===== config.mk =====
export PLATFORM = sky130hd
export DESIGN_NAME = muldiv_sequencer_flat
export DESIGN_NICKNAME = d
export VERILOG_FILES = /design/src/rtl/muldiv_pkg.sv /design/src/rtl/muldiv_sequencer_if.sv /design/src/rtl/muldiv_step.sv /design/src/rtl/muldiv_sequencer.sv /design/src/flat_wrapper.sv
export SDC_FILE = /design/constraint.sdc
export NUM_CORES = 1
export LEC_CHECK = 0
export ABC_CLOCK_PERIOD_IN_PS = 3710
export CAP_MARGIN = 30
export CORE_UTILIZATION = 40
export DETAILED_ROUTE_END_ITERATION = 12
export SKIP_CTS_REPAIR_TIMING = 1
export SYNTH_ARGS = -nofsm -noshare
export SYNTH_HDL_FRONTEND = slang
export SYNTH_SLANG_ARGS = --single-unit
export TNS_END_PERCENT = 5

===== constraint.sdc =====
create_clock -name clock -period 3.71 [get_ports clock]
set_input_delay 0.9275 -clock clock [delete_from_list [all_inputs] [get_ports clock]]
set_output_delay 0.9275 -clock clock [all_outputs]
set_load 0.05 [all_outputs]

===== src/rtl/muldiv_pkg.sv =====
// Shared types and sizing helpers for the iterative multiply/divide sequencer.
package muldiv_pkg;

    typedef enum logic [1:0] {
        IDLE,
        RUN,
        DONE
    } state_t;

    typedef enum logic {
        OP_MULT,
        OP_DIV
    } op_t;

    localparam int unsigned DEF_DATA_W = 32;
    localparam int unsigned CNT_W      = $clog2(DEF_DATA_W);

    // Iteration counter width for an arbitrary operand width (at least one bit).
    function automatic int unsigned cnt_width(input int unsigned w);
        return (w > 1) ? $clog2(w) : 1;
    endfunction

endpackage


===== src/rtl/muldiv_sequencer_if.sv =====
// Execute-stage <-> multiply/divide sequencer bundle.
// The is_signed signal exists only when MULDIV_SIGNED_EN is defined.
interface muldiv_sequencer_if #(
    parameter int unsigned DATA_W = 32
);
    logic              start_mult;
    logic              start_div;
    logic [DATA_W-1:0] op_a;
    logic [DATA_W-1:0] op_b;
    logic              mfhi_req;
    logic              mflo_req;
    logic              mthi_req;
    logic              mtlo_req;
`ifdef MULDIV_SIGNED_EN
    logic              is_signed;
`endif
    logic [DATA_W-1:0] rd_data;
    logic              busy_o;
    logic              stall_o;
    logic [DATA_W-1:0] hi_o;
    logic [DATA_W-1:0] lo_o;

    modport master (
        output start_mult, start_div, op_a, op_b, mfhi_req, mflo_req, mthi_req, mtlo_req,
`ifdef MULDIV_SIGNED_EN
        output is_signed,
`endif
        input  rd_data, busy_o, stall_o, hi_o, lo_o
    );

    modport slave (
        input  start_mult, start_div, op_a, op_b, mfhi_req, mflo_req, mthi_req, mtlo_req,
`ifdef MULDIV_SIGNED_EN
        input  is_signed,
`endif
        output rd_data, busy_o, stall_o, hi_o, lo_o
    );

endinterface


===== src/rtl/muldiv_step.sv =====
// One combinational iteration: shift-add multiply step or restoring divide step.
module muldiv_step
    import muldiv_pkg::*;
#(
    parameter int unsigned DATA_W = 32
) (
    input  op_t               op,
    input  logic [DATA_W:0]   acc_hi,
    input  logic [DATA_W-1:0] acc_lo,
    input  logic [DATA_W-1:0] operand,
    output logic [DATA_W:0]   nxt_hi,
    output logic [DATA_W-1:0] nxt_lo
);

    logic [DATA_W:0]   sum;
    logic [DATA_W:0]   shifted;
    logic [DATA_W+1:0] diff;

    always_comb begin
        // Multiply: {acc_hi, acc_lo} is the product accumulator, multiplier sits in acc_lo.
        sum     = acc_hi + (acc_lo[0] ? {1'b0, operand} : '0);
        // Divide: acc_hi is the partial remainder, acc_lo shifts dividend out / quotient in.
        shifted = {acc_hi[DATA_W-1:0], acc_lo[DATA_W-1]};
        diff    = {1'b0, shifted} - {2'b00, operand};
        nxt_hi  = '0;
        nxt_lo  = '0;
        if (op == OP_MULT) begin
            nxt_hi = {1'b0, sum[DATA_W:1]};
            nxt_lo = {sum[0], acc_lo[DATA_W-1:1]};
        end else if (diff[DATA_W+1]) begin
            nxt_hi = shifted;
            nxt_lo = {acc_lo[DATA_W-2:0], 1'b0};
        end else begin
            nxt_hi = diff[DATA_W:0];
            nxt_lo = {acc_lo[DATA_W-2:0], 1'b1};
        end
    end

endmodule


===== src/rtl/muldiv_sequencer.sv =====
// Iterative multiply/divide controller owning HI/LO; stalls execute while an op is in flight.
// Optional MULDIV_SIGNED_EN adds signed operation selected by bus.is_signed.
module muldiv_sequencer
    import muldiv_pkg::*;
#(
    parameter int unsigned DATA_W = 32
) (
    input  logic             clock,
    input  logic             reset,
    muldiv_sequencer_if.slave bus
);

    localparam int unsigned            CNT_BITS = cnt_width(DATA_W);
    localparam logic [CNT_BITS-1:0]    LAST     = CNT_BITS'(DATA_W - 1);

    state_t              state;
    op_t                 op_q;
    logic [CNT_BITS-1:0] count;
    logic [DATA_W:0]     acc_hi;
    logic [DATA_W-1:0]   acc_lo;
    logic [DATA_W-1:0]   operand;
    logic [DATA_W-1:0]   hi_q;
    logic [DATA_W-1:0]   lo_q;
    logic                busy_q;

    logic [DATA_W:0]     nxt_hi;
    logic [DATA_W-1:0]   nxt_lo;
    logic [DATA_W-1:0]   mag_a;
    logic [DATA_W-1:0]   mag_b;
    logic [DATA_W-1:0]   fin_hi;
    logic [DATA_W-1:0]   fin_lo;
    logic                start_any;

`ifdef MULDIV_SIGNED_EN
    logic                neg_a;
    logic                neg_b;
    logic                neg_res_q;
    logic                neg_rem_q;
    logic [2*DATA_W-1:0] prod_neg;

    assign neg_a = bus.is_signed & bus.op_a[DATA_W-1];
    assign neg_b = bus.is_signed & bus.op_b[DATA_W-1];
    assign mag_a = neg_a ? -bus.op_a : bus.op_a;
    assign mag_b = neg_b ? -bus.op_b : bus.op_b;
`else
    assign mag_a = bus.op_a;
    assign mag_b = bus.op_b;
`endif

    assign start_any = bus.start_mult | bus.start_div;

    muldiv_step #(.DATA_W(DATA_W)) u_step (
        .op      (op_q),
        .acc_hi  (acc_hi),
        .acc_lo  (acc_lo),
        .operand (operand),
        .nxt_hi  (nxt_hi),
        .nxt_lo  (nxt_lo)
    );

    // Magnitude result from the iterations; signs are only reapplied when committing.
    always_comb begin
        fin_hi = acc_hi[DATA_W-1:0];
        fin_lo = acc_lo;
`ifdef MULDIV_SIGNED_EN
        prod_neg = -{acc_hi[DATA_W-1:0], acc_lo};
        if (op_q == OP_MULT) begin
            if (neg_res_q) {fin_hi, fin_lo} = prod_neg;
        end else begin
            if (neg_res_q) fin_lo = -acc_lo;
            if (neg_rem_q) fin_hi = -acc_hi[DATA_W-1:0];
        end
`endif
    end

    always_ff @(posedge clock) begin
        if (reset) begin
            state   <= IDLE;
            op_q    <= OP_MULT;
            count   <= '0;
            acc_hi  <= '0;
            acc_lo  <= '0;
            operand <= '0;
            hi_q    <= '0;
            lo_q    <= '0;
            busy_q  <= 1'b0;
`ifdef MULDIV_SIGNED_EN
            neg_res_q <= 1'b0;
            neg_rem_q <= 1'b0;
`endif
        end else begin
            case (state)
                IDLE: begin
                    if (start_any) begin
                        // Multiply wins when both starts arrive together.
                        op_q    <= bus.start_mult ? OP_MULT : OP_DIV;
                        count   <= '0;
                        acc_hi  <= '0;
                        acc_lo  <= bus.start_mult ? mag_b : mag_a;
                        operand <= bus.start_mult ? mag_a : mag_b;
                        busy_q  <= 1'b1;
                        state   <= RUN;
`ifdef MULDIV_SIGNED_EN
                        neg_res_q <= neg_a ^ neg_b;
                        neg_rem_q <= neg_a;
`endif
                    end else begin
                        if (bus.mthi_req) hi_q <= bus.op_a;
                        if (bus.mtlo_req) lo_q <= bus.op_a;
                    end
                end
                RUN: begin
                    acc_hi <= nxt_hi;
                    acc_lo <= nxt_lo;
                    count  <= count + CNT_BITS'(1);
                    if (count == LAST) state <= DONE;
                end
                DONE: begin
                    hi_q   <= fin_hi;
                    lo_q   <= fin_lo;
                    busy_q <= 1'b0;
                    state  <= IDLE;
                end
                default: begin
                    busy_q <= 1'b0;
                    state  <= IDLE;
                end
            endcase
        end
    end

    assign bus.busy_o  = busy_q;
    assign bus.hi_o    = hi_q;
    assign bus.lo_o    = lo_q;
    assign bus.stall_o = busy_q & (start_any | bus.mfhi_req | bus.mflo_req |
                                   bus.mthi_req | bus.mtlo_req);
    assign bus.rd_data = bus.mfhi_req ? hi_q : (bus.mflo_req ? lo_q : '0);

endmodule


===== src/flat_wrapper.sv =====
// flat-port wrapper written by rule: the top's interface ports become plain ports
module muldiv_sequencer_flat import muldiv_pkg::*;
#(
    parameter int unsigned DATA_W = 32
)
  (clock, reset, bus_start_mult, bus_start_div, bus_op_a, bus_op_b, bus_mfhi_req, bus_mflo_req, bus_mthi_req, bus_mtlo_req, bus_rd_data, bus_busy_o, bus_stall_o, bus_hi_o, bus_lo_o);
  muldiv_sequencer_if #(.DATA_W(DATA_W)) bus_i ();
  input  logic clock;
  input  logic reset;
  input wire logic [$bits(bus_i.start_mult)-1:0] bus_start_mult;
  input wire logic [$bits(bus_i.start_div)-1:0] bus_start_div;
  input wire logic [$bits(bus_i.op_a)-1:0] bus_op_a;
  input wire logic [$bits(bus_i.op_b)-1:0] bus_op_b;
  input wire logic [$bits(bus_i.mfhi_req)-1:0] bus_mfhi_req;
  input wire logic [$bits(bus_i.mflo_req)-1:0] bus_mflo_req;
  input wire logic [$bits(bus_i.mthi_req)-1:0] bus_mthi_req;
  input wire logic [$bits(bus_i.mtlo_req)-1:0] bus_mtlo_req;
  output wire logic [$bits(bus_i.rd_data)-1:0] bus_rd_data;
  output wire logic [$bits(bus_i.busy_o)-1:0] bus_busy_o;
  output wire logic [$bits(bus_i.stall_o)-1:0] bus_stall_o;
  output wire logic [$bits(bus_i.hi_o)-1:0] bus_hi_o;
  output wire logic [$bits(bus_i.lo_o)-1:0] bus_lo_o;
  assign bus_i.start_mult = bus_start_mult;
  assign bus_i.start_div = bus_start_div;
  assign bus_i.op_a = bus_op_a;
  assign bus_i.op_b = bus_op_b;
  assign bus_i.mfhi_req = bus_mfhi_req;
  assign bus_i.mflo_req = bus_mflo_req;
  assign bus_i.mthi_req = bus_mthi_req;
  assign bus_i.mtlo_req = bus_mtlo_req;
  assign bus_rd_data = bus_i.rd_data;
  assign bus_busy_o = bus_i.busy_o;
  assign bus_stall_o = bus_i.stall_o;
  assign bus_hi_o = bus_i.hi_o;
  assign bus_lo_o = bus_i.lo_o;
  muldiv_sequencer #(.DATA_W(DATA_W)) u_core (.clock(clock), .reset(reset), .bus(bus_i));
endmodule

==> impl_metrics.csv, run 1 <==
group,metric,value,unit
routing,wl_per_cell,18.6,um
sta,slew_headroom,0.459,
clocking,cts.htree.levels,4,
sta,tns,0,ns
finish,syn_to_final_growth,24.0,%
placement,gp_congestion,0.894,
logic_synthesis,synth.distinct_cells,76,
setup_path,worstSetupEndpointType,"output port",
logic_synthesis,synthFlopType,"dfxtp_1",
logic_synthesis,yosys_warnings,0,
logic_synthesis,synth-seq-cells,170,
setup_path,cp_num_cells,4,
global_route,grt_usage,0.248,
logic_synthesis,ys_seq_area_frac,0.276,
sta,maxSlewViolCount,0,
setup_path,rr_worst_depth,13,
routing,drt-initial-drc-count,775,
routing,ant_nets,0,
routing,via_per_inst,5.66,
sta,clock-skew-final,0.0131,ns
global_route,grt_pass1_vias,11100,
setup_path,path_cells,"clkdlybuf4s50_1, nor4_1, a21boi_0, buf_12",
floorplan,start_util,0.411,
floorplan,placementRows,63,
sta,setup_viol,0,
placement,numPortBuffers,169,
setup_path,crit_fanout,3,
routing,drc,0,
clocking,cts_tree,"done",
sta,finalHoldViolCount,0,
routing,vias,12000,
floorplan,die_w,178,um
sta,period_share,0.913,
logic_synthesis,async_flop_share,0,
pwr,power,5520,uW
clocking,cts_root_buffer,"clkbuf_16",
setup_path,cp-start-kind,"input pin",
setup_path,worst-path-buf-inv,2,
routing,drtPass1Iterations,5,
pwr,leakage,0.00609,uW
global_route,antenna_found_initial,2,
setup_path,path_delay_family,"buffers and inverters",
sta,fmax,295,MHz
clocking,cts_made_buffers,17,
placement,dpl.hpwl,30600,um
floorplan,core-area,30000,um2
setup_path,cp_data_required_time,2.78,ns
clocking,cts_sinks,170,
logic_synthesis,synthesis.instances,1615,
clocking,clockBufferDepth,2,
clocking,clock_latency,0.44,ns
logic_synthesis,synth_fp_nets,1755,
setup_path,crit_type,"in2out",
outcome,status,"finished, final reports clean",
sta,period_needed,3.39,ns
sta,rsz0062_at_grt,"no",
finish,drive_gt1_frac,0.0821,
finish,fin_util,0.510,
finish,final_nets,1857,
logic_synthesis,netlist_area,12300,um2
pwr,vdd_drop_max,0.336,mV
setup_path,crit_slowest_cell,"nor4_1",
floorplan,die_area,31600,um2
sta,worstMarginPinSlew,0.811,ns
clocking,cts.clk_slew.worst_paths,0.07,ns
global_route,grt_max_degree,77,
floorplan,io_pins,170,
routing,totalWireLength,39500,um
logic_synthesis,synth_edf_count,0,
placement,place_inst,2088,
setup_path,max_stage_delay,0.48,ns
logic_synthesis,synth.avg_cell_area,7.64,um2
global_route,gr-total-overflow,0,
pwr,power_density,361,nW/um2
finish,layout.cells.non_filler,2121,
worst_hold_path,min_path_cells,2,
global_route,grt_pass1_wl,61000,um
setup_path,arrival,2.46,ns
flow_run,maxCapViolations,0,
worst_hold_path,holdCritPathClass,"reg2reg",
floorplan,die_height,178,um
-- cell type report --
cell class	instances	area, um2
well taps	390	488
diodes	2	5.00
clock inverters	10	116
flip-flops and latches	170	3400
fillers	2917	14700
repair buffers	203	2350
multi-input cells	1276	8290
clock buffers	21	470
inverters	49	184
-- power by group --
part | internal [uW] | switching [uW]
registers | 1950 | 148
clock network | 1040 | 760
logic | 665 | 962
-- synthesized netlist by cell type, types with 21 or more instances --
master | n | share of area
a211oi_1 | 169 | 0.10
and2_1 | 35 | 0.018
clkbuf_1 | 93 | 0.028
o21ai_1 | 21 | 0.0085
mux2i_1 | 70 | 0.057
a21oi_1 | 173 | 0.070
nand2_1 | 128 | 0.039
dfxtp_1 | 170 | 0.28
nor2b_1 | 66 | 0.033
xor2_1 | 29 | 0.021
a21o_1 | 37 | 0.023
o21ai_0 | 76 | 0.031
ha_1 | 66 | 0.067
xnor2_1 | 26 | 0.018
nor2_1 | 201 | 0.061
inv_1 | 49 | 0.015
-- routing by layer --
layer,global-route usage,up-vias,wire length [um]
met2,0.428,265,19400
li1,-,6033,-
met1,0.321,5660,17900
met3,0.0326,40,1490
met5,0,-,0
met4,0.0702,0,787
-- cell families (layout without fill, tap and decap cells) --
group / Yosys count / after routing / synth area share
flops: 170 / 170 / 0.276
fa+ha+maj: 68 / 68 / 0.0701
compound gates: 583 / 583 / 0.316
buf+inv: 169 / 283 / 0.0554
simple gates: 497 / 497 / 0.185
xor+xnor: 55 / 55 / 0.0390
other cells: 0 / 2 / 0
mux: 73 / 73 / 0.0595
-- worst reg2reg max path: cells and delay by family (launching register included) --
family	cells	cell delay [ns]
DFF	1	0.36
and+or+nand+nor	2	0.37
AOI/OAI and AO/OA	7	1.69
xor gates and xnor gates	1	0.14
buffers and inverters	1	0.07
adders and majority gates	2	0.58
-- cell usage in the layout (no fill, tap or decap), types with 4 or more instances in the layout --
master and count:
nor2_1 197, dfxtp_1 169, buf_4 30, clkdlybuf4s50_1 133, buf_12 38, o211ai_1 8
a21oi_2 6, a21o_1 37, nand2_1 128, mux2i_1 70, nand2b_1 12, xor2_1 29
nor3_1 10, nand3_1 12, o21ai_0 76, a32o_1 4, nor2b_1 65, xnor2_1 26
or2_2 4, o21a_1 8, a31oi_1 10, ha_1 66, a21oi_1 173, and3_1 8
clkbuf_16 17, a211oi_1 169, nand4_1 7, inv_1 49, a22oi_1 16, and2_1 35
o21ai_1 21
-- registers in the layout, indices dropped and copies added (netlist names) --
signal,flops
u_core.bus.lo_o,32
u_core.count,5
u_core.op_q,1
u_core.state,2
u_core.operand,32
u_core.bus.busy_o,1
u_core.acc_lo,32
u_core.acc_hi,33
u_core.bus.hi_o,32
-- worst paths after layout --
path | slack [ns] | end | startpoint
setup / recovery | 0.32 | bus_stall_o | bus_mflo_req
hold / removal | 0.48 | u_core.acc_hi[32] | u_core.acc_hi[32]
setup reg to reg | 0.41 | u_core.acc_hi[31] | u_core.acc_lo[0]
hold reg to reg | 0.48 | u_core.acc_hi[32] | u_core.acc_hi[32]
-- stage by stage --
stage	hold WS [ns]	worst slack [ns]	cell area [um2]
global placement	0.460	0.331	14700
floorplan	0.438	0.225	12300
detailed placement	0.471	0.312	14700
CTS	0.480	0.295	15300
global route	0.508	0.259	15300
finish	0.476	0.322	15300
No activity file was read; power rests on OpenSTA's default activity.
==> run 2, diff against run 1 <==
Settings changed: PLACE_DENSITY set to 0.72.
==> run 2 against run 1 <==
  * Count of clock-buffer cells in the layout shrank 3
  * Critical path depth did not move
  * First-iteration DRC count up 12%
  * Sequential share of layout area grew 0.13 points
  * Non-clock buffer count decreased by 7
  * Total power decreased by 0.31%
  * Clock power about the same
  * Combinational power hardly changed
  * Wire length down 3.2%
  * Critical path type unchanged
  * Largest cell class unchanged
==> impl_metrics.csv, run 2 (same netlist as run 1, synthesis figures left out) <==
group,metric,value,unit
routing,vias,12200,
global_route,antenna_found_initial,1,
setup_path,arrival,2.45,ns
setup_path,path_cells,"clkdlybuf4s50_1, nor4_1, a21boi_0, buf_12",
clocking,cts.clk_slew.worst_paths,0.07,ns
sta,period_needed,3.38,ns
sta,clock-skew-final,0.0104,ns
floorplan,core-area,30000,um2
routing,ant_nets,0,
sta,setup_viol,0,
floorplan,die_height,178,um
sta,whs,0.483,ns
sta,maxSlewViolCount,0,
worst_hold_path,min_path_cells,2,
placement,numPortBuffers,169,
routing,drt-initial-drc-count,867,
setup_path,max_stage_delay,0.49,ns
setup_path,rr_worst_depth,13,
pwr,leakage,0.00604,uW
finish,layout_common_cells,"197 x nor2_1, 173 x a21oi_1, 169 x a211oi_1, 169 x dfxtp_1, 133 x clkdlybuf4s50_1",
setup_path,reg2reg_to,"u_core.acc_hi[31]",
clocking,clock_latency,0.45,ns
clocking,cts_sinks,170,
sta,fmax,296,MHz
floorplan,start_util,0.411,
clocking,cts.htree.levels,4,
finish,syn_to_final_growth,23.3,%
clocking,cts_root_buffer,"clkbuf_16",
setup_path,ff2ff_setup_slack,0.42,ns
routing,drtPass1Iterations,5,
pwr,vdd_drop_max,0.380,mV
clocking,cts_made_buffers,17,
setup_path,cp_data_required_time,2.78,ns
sta,tns,0,ns
finish,drive_gt1_frac,0.0795,
sta,rsz0062_at_grt,"no",
global_route,grt_pass1_wl,60600,um
global_route,gr-total-overflow,0,
routing,via_per_inst,5.77,
routing,drc,0,
global_route,grt_max_degree,78,
routing,totalWireLength,38300,um
global_route,grt_pass1_vias,11300,
flow_run,maxCapViolations,0,
worst_hold_path,hp-start,"u_core.acc_hi[32]",
setup_path,worstSetupEndpointType,"output port",
floorplan,placementRows,63,
placement,gp_congestion,0.956,
clocking,cts_tree,"done",
floorplan,die_area,31600,um2
floorplan,io_pins,170,
finish,final_nets,1850,
pwr,power_density,362,nW/um2
setup_path,r2r_start,"u_core.operand[0]",
sta,finalHoldViolCount,0,
sta,period_share,0.911,
clocking,clockBufferDepth,2,
setup_path,cp-start-kind,"input pin",
setup_path,crit_fanout,2,
worst_hold_path,min_delay_worst_endpoint,"u_core.acc_hi[32]",
sta,slew_headroom,0.444,
worst_hold_path,holdCritPathClass,"reg2reg",
finish,final_common_cell,"nor2_1",
placement,dpl.hpwl,29100,um
sta,worstMarginPinSlew,0.833,ns
setup_path,crit_slowest_cell,"nor4_1",
routing,wl_per_cell,18.1,um
outcome,status,"finished, final reports clean",
floorplan,die_w,178,um
finish,largest-register,"u_core.acc_hi",
setup_path,crit_type,"in2out",
finish,largest_reg_flops,33,
global_route,grt_usage,0.241,
run 2: cell count changes in the layout (fill, tap and decap cells not counted):
| cell | change |
|---|---|
| buf_12 | -1 |
| clkbuf_8 | -2 |
| buf_16 | -1 |
| inv_8 | +7 |
| clkinv_2 | -3 |
| inv_6 | +1 |
| buf_4 | -5 |
| clkbuf_1 | -1 |
| bufinv_16 | -2 |
| clkinv_8 | +1 |
run 2: where the power goes:
part           total, uW  leakage, uW  switching [uW]  internal, uW
clock               1800     0.000284             883           918
sequential          2090      0.00139             146          1950
combinational       1620      0.00436             960           655
total               5510      0.00604            1990          3520
run 2: worst max-delay path, delay by kind of cell:
| family | cells | cell delay (ns) |
|---|---|---|
| AO/OA/AOI/OAI | 1 | 0.34 |
| AND/OR/NAND/NOR | 1 | 0.49 |
| buffers and inverters | 2 | 0.69 |
run 2: how the worst max path moves through the flow:
stage / startpoint / endpoint / slack, ns / depth (start not counted)
floorplan: bus_mflo_req / bus_rd_data[10] / 0.22 / 4
global placement: bus_mflo_req / bus_stall_o / 0.20 / 4
detailed placement: bus_mflo_req / bus_stall_o / 0.28 / 4
CTS: bus_mflo_req / bus_stall_o / 0.26 / 4
global route: bus_mflo_req / bus_rd_data[5] / 0.24 / 5
finish: bus_mflo_req / bus_stall_o / 0.33 / 4
run 2: per-layer routing:
metal / part of all wire / wire, um / global-route usage
met3: 0.049 / 1880 / 0.0343
met4: 0.032 / 1240 / 0.104
met1: 0.44 / 16900 / 0.309
met2: 0.48 / 18300 / 0.402
met5: 0 / 0 / 0
run 2: cell type report:
type	count	area [um2]
fill	2838	14800
multi-input combinational	1276	8290
sequential	170	3400
timing repair buffer	196	2260
tap	390	488
clock buffer	18	439
inverter	49	184
clock inverter	14	145
antenna	2	5.00
run 2: metrics by stage:
| step | area (um2) | utilization | std cells | worst slack (ns) | power (uW) |
|---|---|---|---|---|---|
| after CTS | 15200 | 0.507 | 2113 | 0.264 | 5510 |
| after detailed placement | 14600 | 0.487 | 2081 | 0.280 | 3730 |
| after global placement | 14600 | 0.487 | 2081 | 0.198 | 3710 |
| after global routing | 15200 | 0.507 | 2114 | 0.242 | 5760 |
| final | 15200 | 0.507 | 2115 | 0.331 | 5510 |
| after floorplan | 12300 | - | 1615 | 0.225 | 3230 |
